File: src/rtl/lsu_seq.sv
// Load/store sequencer: drives a valid/ready data bus, splits word-crossing accesses into two
// beats, and aligns/extends load data. The core is stalled until the access completes or errors.
module lsu_seq #(
   parameter int TIMEOUT_CYC = 256,
   parameter bit SPLIT_EN    = 1'b1
) (
   input  logic        i_clk,
   input  logic        i_rst_n,
   input  logic        i_req_vld,
   input  logic        i_mem_wren,
   input  logic [3:0]  i_mask,
   input  logic        i_mem_un,
   input  logic [31:0] i_addr,
   input  logic [31:0] i_st_data,
   output logic        o_stall,
   output logic        o_done,
   output logic        o_err,
   output logic [31:0] o_ld_data,
   output logic        o_bus_req,
   output logic        o_bus_we,
   output logic [31:0] o_bus_addr,
   output logic [3:0]  o_bus_be,
   output logic [31:0] o_bus_wdata,
   input  logic        i_bus_gnt,
   input  logic        i_bus_rvld,
   input  logic [31:0] i_bus_rdata
);

   localparam int CW = (TIMEOUT_CYC > 2) ? $clog2(TIMEOUT_CYC) : 1;

   typedef enum logic [2:0] {IDLE, REQ0, RSP0, REQ1, RSP1, DONE, ERR} state_t;

   state_t        state, state_nxt;
   logic [CW-1:0] tmo_cnt;
   logic          wren_q, un_q;
   logic [3:0]    mask_q;
   logic [31:0]   addr_q, st_q, rdata0_q, rdata1_q;

   logic          mask_ok, in_split, busy, beat1, need1, tmo_hit;
   logic [1:0]    off;
   logic [7:0]    be8;
   logic [63:0]   wd64;
   logic [31:0]   rd_sh, ld_ext;

   // Request decode straight from the inputs so IDLE can reject before any bus traffic.
   always_comb begin
      mask_ok  = (i_mask == 4'b0001) || (i_mask == 4'b0011) || (i_mask == 4'b1111);
      in_split = 1'b0;
      case (i_mask)
         4'b1111: in_split = (i_addr[1:0] != 2'd0);
         4'b0011: in_split = (i_addr[1:0] == 2'd3);
         default: in_split = 1'b0;
      endcase
   end

   always_comb begin
      off   = addr_q[1:0];
      be8   = {4'b0000, mask_q} << off;
      wd64  = {32'h0, st_q} << {off, 3'b000};
      need1 = |be8[7:4];
      busy  = (state == REQ0) || (state == RSP0) || (state == REQ1) || (state == RSP1);
      beat1 = (state == REQ1);
      // Last cycle of the budget: anything short of finishing the access aborts.
      tmo_hit = busy && (tmo_cnt == CW'(TIMEOUT_CYC - 2));
   end

   always_comb begin
      rd_sh  = 32'({rdata1_q, rdata0_q} >> {off, 3'b000});
      ld_ext = rd_sh;
      case (mask_q)
         4'b0001: ld_ext = {{24{~un_q & rd_sh[7]}}, rd_sh[7:0]};
         4'b0011: ld_ext = {{16{~un_q & rd_sh[15]}}, rd_sh[15:0]};
         default: ld_ext = rd_sh;
      endcase
   end

   always_comb begin
      state_nxt = state;
      case (state)
         IDLE:
            if (i_req_vld) begin
               if (!mask_ok || (in_split && !SPLIT_EN)) state_nxt = ERR;
               else                                     state_nxt = REQ0;
            end
         REQ0:
            if (i_bus_gnt) begin
               if (!wren_q)    state_nxt = RSP0;
               else if (need1) state_nxt = REQ1;
               else            state_nxt = DONE;
            end
         RSP0:
            if (i_bus_rvld) state_nxt = need1 ? REQ1 : DONE;
         REQ1:
            if (i_bus_gnt) state_nxt = wren_q ? DONE : RSP1;
         RSP1:
            if (i_bus_rvld) state_nxt = DONE;
         DONE:    state_nxt = IDLE;
         ERR:     state_nxt = IDLE;
         default: state_nxt = IDLE;
      endcase
      if (tmo_hit && (state_nxt != DONE)) state_nxt = ERR;
   end

   always_ff @(posedge i_clk) begin
      if (!i_rst_n) begin
         state    <= IDLE;
         tmo_cnt  <= '0;
         wren_q   <= 1'b0;
         un_q     <= 1'b0;
         mask_q   <= 4'h0;
         addr_q   <= 32'h0;
         st_q     <= 32'h0;
         rdata0_q <= 32'h0;
         rdata1_q <= 32'h0;
      end else begin
         state   <= state_nxt;
         tmo_cnt <= busy ? tmo_cnt + 1'b1 : '0;
         if ((state == IDLE) && i_req_vld) begin
            wren_q <= i_mem_wren;
            un_q   <= i_mem_un;
            mask_q <= i_mask;
            addr_q <= i_addr;
            st_q   <= i_st_data;
         end
         if ((state == RSP0) && i_bus_rvld) rdata0_q <= i_bus_rdata;
         if ((state == RSP1) && i_bus_rvld) rdata1_q <= i_bus_rdata;
      end
   end

   always_comb begin
      o_done      = (state == DONE) || (state == ERR);
      o_err       = (state == ERR);
      o_stall     = i_req_vld && !o_done;
      o_ld_data   = ((state == DONE) && !wren_q) ? ld_ext : 32'h0;
      o_bus_req   = (state == REQ0) || (state == REQ1);
      o_bus_we    = o_bus_req && wren_q;
      o_bus_addr  = 32'h0;
      o_bus_be    = 4'h0;
      o_bus_wdata = 32'h0;
      if (o_bus_req) begin
         o_bus_addr  = {addr_q[31:2], 2'b00} + (beat1 ? 32'd4 : 32'd0);
         o_bus_be    = beat1 ? be8[7:4] : be8[3:0];
         o_bus_wdata = beat1 ? wd64[63:32] : wd64[31:0];
      end
   end

endmodule
File: config.mk
export PLATFORM = sky130hd
export DESIGN_NAME = lsu_seq
export DESIGN_NICKNAME = d
export VERILOG_FILES = /design/src/rtl/lsu_seq.sv
export SDC_FILE = /design/constraint.sdc
export NUM_CORES = 1
export LEC_CHECK = 0
export CORE_MARGIN = 2
export CORE_UTILIZATION = 45
export CTS_CLUSTER_DIAMETER = 100
export DETAILED_ROUTE_END_ITERATION = 6
export GPL_TIMING_DRIVEN = 1
export HOLD_SLACK_MARGIN = 0.15
export MAX_ROUTING_LAYER = met4
export PLACE_DENSITY = 0.78
export SLEW_MARGIN = 20
export SYNTH_ARGS = -nofsm -noshare
export SYNTH_HDL_FRONTEND = slang
export SYNTH_SLANG_ARGS = --single-unit
File: constraint.sdc
create_clock -name i_clk -period 2.6 [get_ports i_clk]
set_clock_uncertainty 0.15 [all_clocks]
set_input_delay 0.52 -clock i_clk [delete_from_list [all_inputs] [get_ports i_clk]]
set_output_delay 0.52 -clock i_clk [all_outputs]
set_load 0.02 [all_outputs]
==> impl_metrics.tcl, run 1 <==
set metrics [dict create \
    dp_cells 1468 \
    area_delta_synth_final_pct 61.4 \
    finalPower_w 0.00985 \
    ys_warn_count 0 \
    routedWlPerCell_um 19.0 \
    worstRegToRegCells 11 \
    fmax_mhz 334 \
    grt-ovfl-total 0 \
    cp_num_buf_inv 8 \
    root_buffer "clkbuf_16" \
    status "finished with violations" \
    grt_first_pass_wirelength_um 40400 \
    violations "setup timing" \
    hp-class "reg2reg" \
    num_vias 8893 \
    ys_ff_latch 137 \
    die_w_um 136 \
    hold_buffers 0 \
    grt_usage_pct 28.3 \
    finalWirelength_um 29400 \
    worstPathCellList "buf_6, buf_6, buf_6, buf_12, buf_12, buf_12, buf_12, mux2i_1, o22a_1, nor2_1, buf_4" \
    design.portCount 212 \
    dr_wl_met2_um 14200 \
    cts_max_level 4 \
    ys_seq_area_share_pct 34.9 \
    port_buffers 209 \
    drv_slew 0 \
    min_from "rdata0_q[4]" \
    hpwl_um 17500 \
    finalHoldViolCount 0 \
    worst_slew_pin_slew_ns 0.637 \
    chipHeight_um 136 \
    worst_slack_ns -0.394 \
    firstDrtPassIters 5 \
    finalCritPeriodShare_pct 115 \
    cp_max_fo 6 \
    drive_above_1_share_pct 36.1 \
    hold_ws_ns 0.310 \
    core-area_um2 17200 \
    postSynthCellCount 1009 \
    cap_violations 0 \
    post-route-drc-count 0 \
    clock-sinks 137 \
    ys_async_sr_fraction_pct 0 \
    cp_slowest_cell "dfxtp_4" \
    fin_nets 1419 \
    netlist_area_um2 7870 \
    r2r_slack_ns 0.09 \
    hold_path_depth 2 \
    p_leak_nw 4.61 \
    r2r-start "addr_q[0]" \
    utilization_pct 73.9 \
    setup_viol 90 \
    initial_core_util_pct 45.8 \
    routed_via_density 5.75 \
    instances_no_fill 1547 \
    rows 48 \
    max_stage_delay_ns 0.38 \
    r2r-end "state[1]" \
    p_per_area_nw_per_um2 776 \
    crit_path_end_kind "output port" \
    syn_area_per_cell_um2 7.80 \
    synth_ff_type "dfxtp_1" \
    start_kind "flop" \
    fin_area_um2 12700 \
    worstHoldEndpoint "rdata0_q[4]" \
    dr.max_layer_used "met4" \
    crit_path_frequent_cell "buf_12" \
    cp.required_ns 1.93 \
    worst-path-stages 11 \
    wl_met3_um 2800 \
    rsz0062_at_grt "yes" \
    ir_worst_vdd_v 0.000556 \
    dieArea_um2 18600 \
    cts_tree "done" \
    worstSetupPathType "reg2out" \
    dpl_cell_area_um2 10800 \
    synth_edf_count 0 \
    clock_latency_ns 0.43 \
    ys_types 55 \
    gp_congestion 0.854 \
    grt_start_max_net_pins 72 \
    critical_path.top_delay_family "buffers and inverters" \
    drt-met1-wl_um 11500 \
    cts_max_path_buffers 2 \
    ant_nets 0 \
    worstPathArrival_ns 2.32 \
    drt-initial-drc-count 684 \
    antenna_found_initial 1 \
    path_clk_slew_ns 0.06 \
    maxSlewHeadroom_pct 57.6 \
    grt_pass1_vias 8137 \
    fin_crit_ns 2.99 \
    cts_buffers 17 \
]
==> Yosys cell counts, types with 9 or more instances <==
master,n,area share (%)
and2_1,17,1.4
nand3_1,20,1.3
buf_2,25,1.6
xor2_1,24,2.7
nand2_1,275,13
xnor2_1,9,1.0
mux4_2,32,9.2
o22ai_1,10,0.80
nor2b_1,11,0.87
a21oi_1,141,9.0
clkbuf_1,42,2.0
nor2_1,95,4.5
mux2i_1,37,4.7
a211oi_1,9,0.86
and3_1,12,0.95
dfxtp_1,137,35
==> cells by family after synthesis <==
kind of cell / count (synthesis) / synth area share (%)
fa+ha+maj: 4 / 0.636
other cells: 1 / 0.0477
simple gates: 463 / 25.3
flops: 137 / 34.9
xor+xnor: 33 / 3.67
mux: 71 / 14.2
buf+inv: 88 / 5.45
compound gates: 212 / 15.9
==> layout make-up <==
cell class | count | area, um2
clock buffer | 18 | 429
antenna | 1 | 2.50
fill | 1193 | 4480
tap | 225 | 282
multi-input combinational | 786 | 5540
inverter | 7 | 32.5
timing repair buffer | 359 | 3490
sequential | 137 | 2760
clock inverter | 14 | 170
==> layer usage <==
layer	vias up	track usage, %
li1	4055	-
met5	-	-
met2	511	45.3
met3	102	6.94
met4	0	10.4
met1	4225	34.6
==> flip-flops by register name, indices dropped and copies added, names as in the netlist <==
| name | cells |
|---|---|
| st_q | 32 |
| un_q | 1 |
| addr_q | 32 |
| wren_q | 1 |
| rdata1_q | 24 |
| rdata0_q | 32 |
| tmo_cnt | 8 |
| state | 3 |
| mask_q | 4 |
==> placed cells by master, fill, tap and decap left out, types with 15 or more instances in the layout <==
| cell | instances |
|---|---|
| clkbuf_16 | 20 |
| dfxtp_1 | 131 |
| mux2i_1 | 20 |
| buf_6 | 80 |
| clkdlybuf4s50_1 | 107 |
| xor2_1 | 23 |
| and2_1 | 15 |
| nor2_4 | 22 |
| buf_4 | 138 |
| nand2_1 | 269 |
| nor2_1 | 48 |
| nor2_2 | 28 |
| mux4_2 | 32 |
| a21oi_1 | 131 |
==> where the power goes <==
group / leakage (nW) / internal [W] / total, W / switching [W]
Clock: 0.295 / 0.00152 / 0.00251 / 0.000995
Combinational: 3.20 / 0.00201 / 0.00446 / 0.00244
Sequential: 1.12 / 0.00247 / 0.00288 / 0.000409
==> how the worst max path moves through the flow <==
| stage | end | slack (ns) | start |
|---|---|---|---|
| 5_1_grt | o_bus_addr[28] | -0.42 | state[2] |
| 6_report | o_bus_wdata[5] | -0.39 | addr_q[0] |
| 3_3_place_gp | o_bus_addr[18] | -0.38 | state[2] |
| 3_5_place_dp | o_bus_addr[30] | -0.44 | state[2] |
| 2_1_floorplan | o_bus_addr[22] | -0.03 | state[2] |
| 4_1_cts | o_ld_data[30] | -0.29 | addr_q[0] |
==> worst reg2reg max path, cell delays in order, from the launching register on <==
cell,delay [ns]
dfxtp_4,0.38
buf_6,0.12
buf_6,0.10
buf_6,0.12
buf_12,0.14
buf_4,0.13
buf_6,0.14
a211o_1,0.29
a21bo_2,0.20
a22o_1,0.20
o31ai_1,0.29
a21oi_1,0.10
==> through the flow <==
step,TNS [ns],worst slack (ns)
floorplan,-0.154,-0.0308
global placement,-9.70,-0.380
detailed placement,-12.28,-0.440
CTS,-10.54,-0.288
global route,-25.76,-0.425
finish,-21.11,-0.394
==> repair_timing <==
action / CTS / global route
setup endpoints to repair: 101 / 97
setup buffers: 17 / 28
cloned: 3 / 3
hold endpoints to repair: 0 / 0
pin swaps: 27 / 72
resized for setup: 527 / 238
Power figures use the tool's default switching activity.
==> inputs of run 2 (changes only) <==
ABC_CLOCK_PERIOD_IN_PS = 2600   (was unset)
HOLD_SLACK_MARGIN = unset   (was 0.15)
==> results of run 2 <==
The final DEF is identical to that of run 1; final timing and power are the same.
==> inputs of run 3 (changes only) <==
ABC_CLOCK_PERIOD_IN_PS = 3700   (was 2600)
CORE_UTILIZATION = 53   (was 45)
HOLD_SLACK_MARGIN = 0.05   (was unset)
PLACE_DENSITY = 0.87   (was 0.78)
SKIP_CTS_REPAIR_TIMING = 1   (was unset)
clock period = 3.7 ns   (was 2.6 ns; I/O delays follow)
==> impl_metrics.tcl, run 3 (synthesis gave the netlist of run 1 again) <==
set metrics [dict create \
    num_vias 8189 \
    cap_violations 0 \
    p_switching_w 0.00222 \
    layout_commonest_cell "nand2_1" \
    chipHeight_um 126 \
    root_buffer "clkbuf_16" \
    cts_buffers 17 \
    cp_max_fo 14 \
    sw_frac_of_total_pct 36.4 \
    finalHoldViolCount 0 \
    drv_slew 0 \
    path_clk_slew_ns 0.06 \
    worstPathArrival_ns 2.73 \
    p_int_w 0.00388 \
    port_buffers 209 \
    grt_start_max_net_pins 60 \
    dieArea_um2 15800 \
    status "finished clean" \
    finalWirelength_um 24500 \
    dp_cells 1349 \
    worst_slew_pin_slew_ns 0.676 \
    fmax_mhz 276 \
    die_w_um 126 \
    setup-tns-final_ns 0 \
    setup_viol 0 \
    min_from "rdata1_q[16]" \
    clock-sinks 137 \
    cts_max_path_buffers 2 \
    gr-usage-met3_pct 8.54 \
    hpwl_um 16300 \
    fin_nets 1301 \
    final_cell_mix "nand2_1 (275), clkdlybuf4s50_1 (184), a21oi_1 (141), dfxtp_1 (135), nor2_1 (95)" \
    crit_path_end_kind "output port" \
    routedWlPerCell_um 17.6 \
    antenna_found_initial 1 \
    core-area_um2 14500 \
    worstRegToRegCells 6 \
    reg_top3 "addr_q: 32 flops, rdata0_q: 32 flops, st_q: 32 flops" \
    finalPower_w 0.00610 \
    grt-ovfl-total 0 \
    start_kind "flop" \
    busiest_layer "met2" \
    gp_congestion 0.893 \
    rows 44 \
    met2_usage_pct 48.2 \
    grt_pass1_vias 7584 \
    worstSetupPathType "reg2out" \
    maxSlewHeadroom_pct 54.9 \
    combPwrFrac_pct 35.9 \
    instances_no_fill 1388 \
    worstHoldEndpoint "rdata1_q[16]" \
    design.portCount 212 \
    finalCritPeriodShare_pct 97.9 \
    cts_max_level 4 \
    ant_nets 0 \
    grt_use_met1_pct 38.2 \
    ir_worst_vdd_v 0.000392 \
    initial_core_util_pct 54.1 \
    cts_tree "done" \
    seq_power_share_pct 33.2 \
    grt_usage_pct 30.8 \
    p_leak_nw 4.01 \
    cp.required_ns 2.81 \
    fin_crit_ns 3.62 \
    grt_first_pass_wirelength_um 38300 \
    drt-initial-drc-count 966 \
    hp-class "reg2reg" \
    area_delta_synth_final_pct 37.8 \
    routed_via_density 5.90 \
    p_per_area_nw_per_um2 562 \
    r2r-start "state[1]" \
    post-route-drc-count 0 \
    drive_above_1_share_pct 10.8 \
    firstDrtPassIters 7 \
    clock_latency_ns 0.42 \
    hold_ws_ns 0.307 \
    pre_cts_ws_ns 0.0915 \
    r2r_slack_ns 1.25 \
    r2r-end "state[0]" \
    worst_slack_ns 0.0768 \
    hold_path_depth 2 \
    rsz0062_at_grt "yes" \
    clkPwrFrac_pct 30.8 \
]
run 3: changes by cell type in the layout (fill, tap and decap cells not counted), moves of 10 or more:
| cell | delta |
|---|---|
| buf_4 | -112 |
| nor2_4 | -20 |
| mux2i_1 | +17 |
| mux2i_2 | -13 |
| clkdlybuf4s50_1 | +77 |
| nor2_2 | -27 |
| dlymetal6s2s_1 | +20 |
| buf_6 | -79 |
| nor2_1 | +47 |
| a21oi_1 | +10 |
run 3: routing by layer:
metal	vias to the layer above	part of all wire [%]
met5	-	0
li1	3827	-
met4	0	2.7
met3	66	9.9
met2	442	48
met1	3854	39
run 3: power groups by stage:
stage	logic, W	registers, W	clock network, W
floorplan	0.00154	0.00194	0
global placement	0.00211	0.00202	0
detailed placement	0.00216	0.00204	0
CTS	0.00217	0.00201	0.00189
global route	0.00239	0.00206	0.00195
finish	0.00219	0.00203	0.00188
run 3: how the worst max path moves through the flow:
stage                         start              to  slack (ns)  cells after the start
final                     addr_q[0]   o_ld_data[20]        0.08                      7
after floorplan            state[2]  o_bus_addr[28]        0.52                     11
after global routing       state[2]  o_bus_addr[14]       -0.04                     12
after global placement     state[2]  o_bus_addr[28]        0.19                     12
after CTS                  state[2]  o_bus_addr[27]       -0.38                     11
after detailed placement   state[2]  o_bus_addr[28]        0.09                     12
run 3: area by class of cell:
class                   instances  area [um2]
repair buffers                241        2420
diodes                          1        2.50
clock buffers                  21         460
fillers                      1064        3690
clock inverters                11         191
inverters                       7        28.8
flip-flops and latches        137        2750
well taps                     184         230
multi-input cells             786        4770
run 3: worst max-delay path, stage by stage, from the launching register on:
cell             delay, ns
dfxtp_4               0.48
mux4_2                0.57
mux2i_1               0.15
o21ai_0               0.09
nand2b_1              0.17
buf_4                 0.21
nor2_1                0.07
clkdlybuf4s50_1       0.57
run 3: through the flow:
step | utilization, % | instance area, um2
6_report | 74.6 | 10800
5_1_grt | 74.6 | 10800
4_1_cts | 73.7 | 10700
3_5_place_dp | 69.2 | 10100
3_3_place_gp | 69.2 | 10100
2_1_floorplan | - | 7870
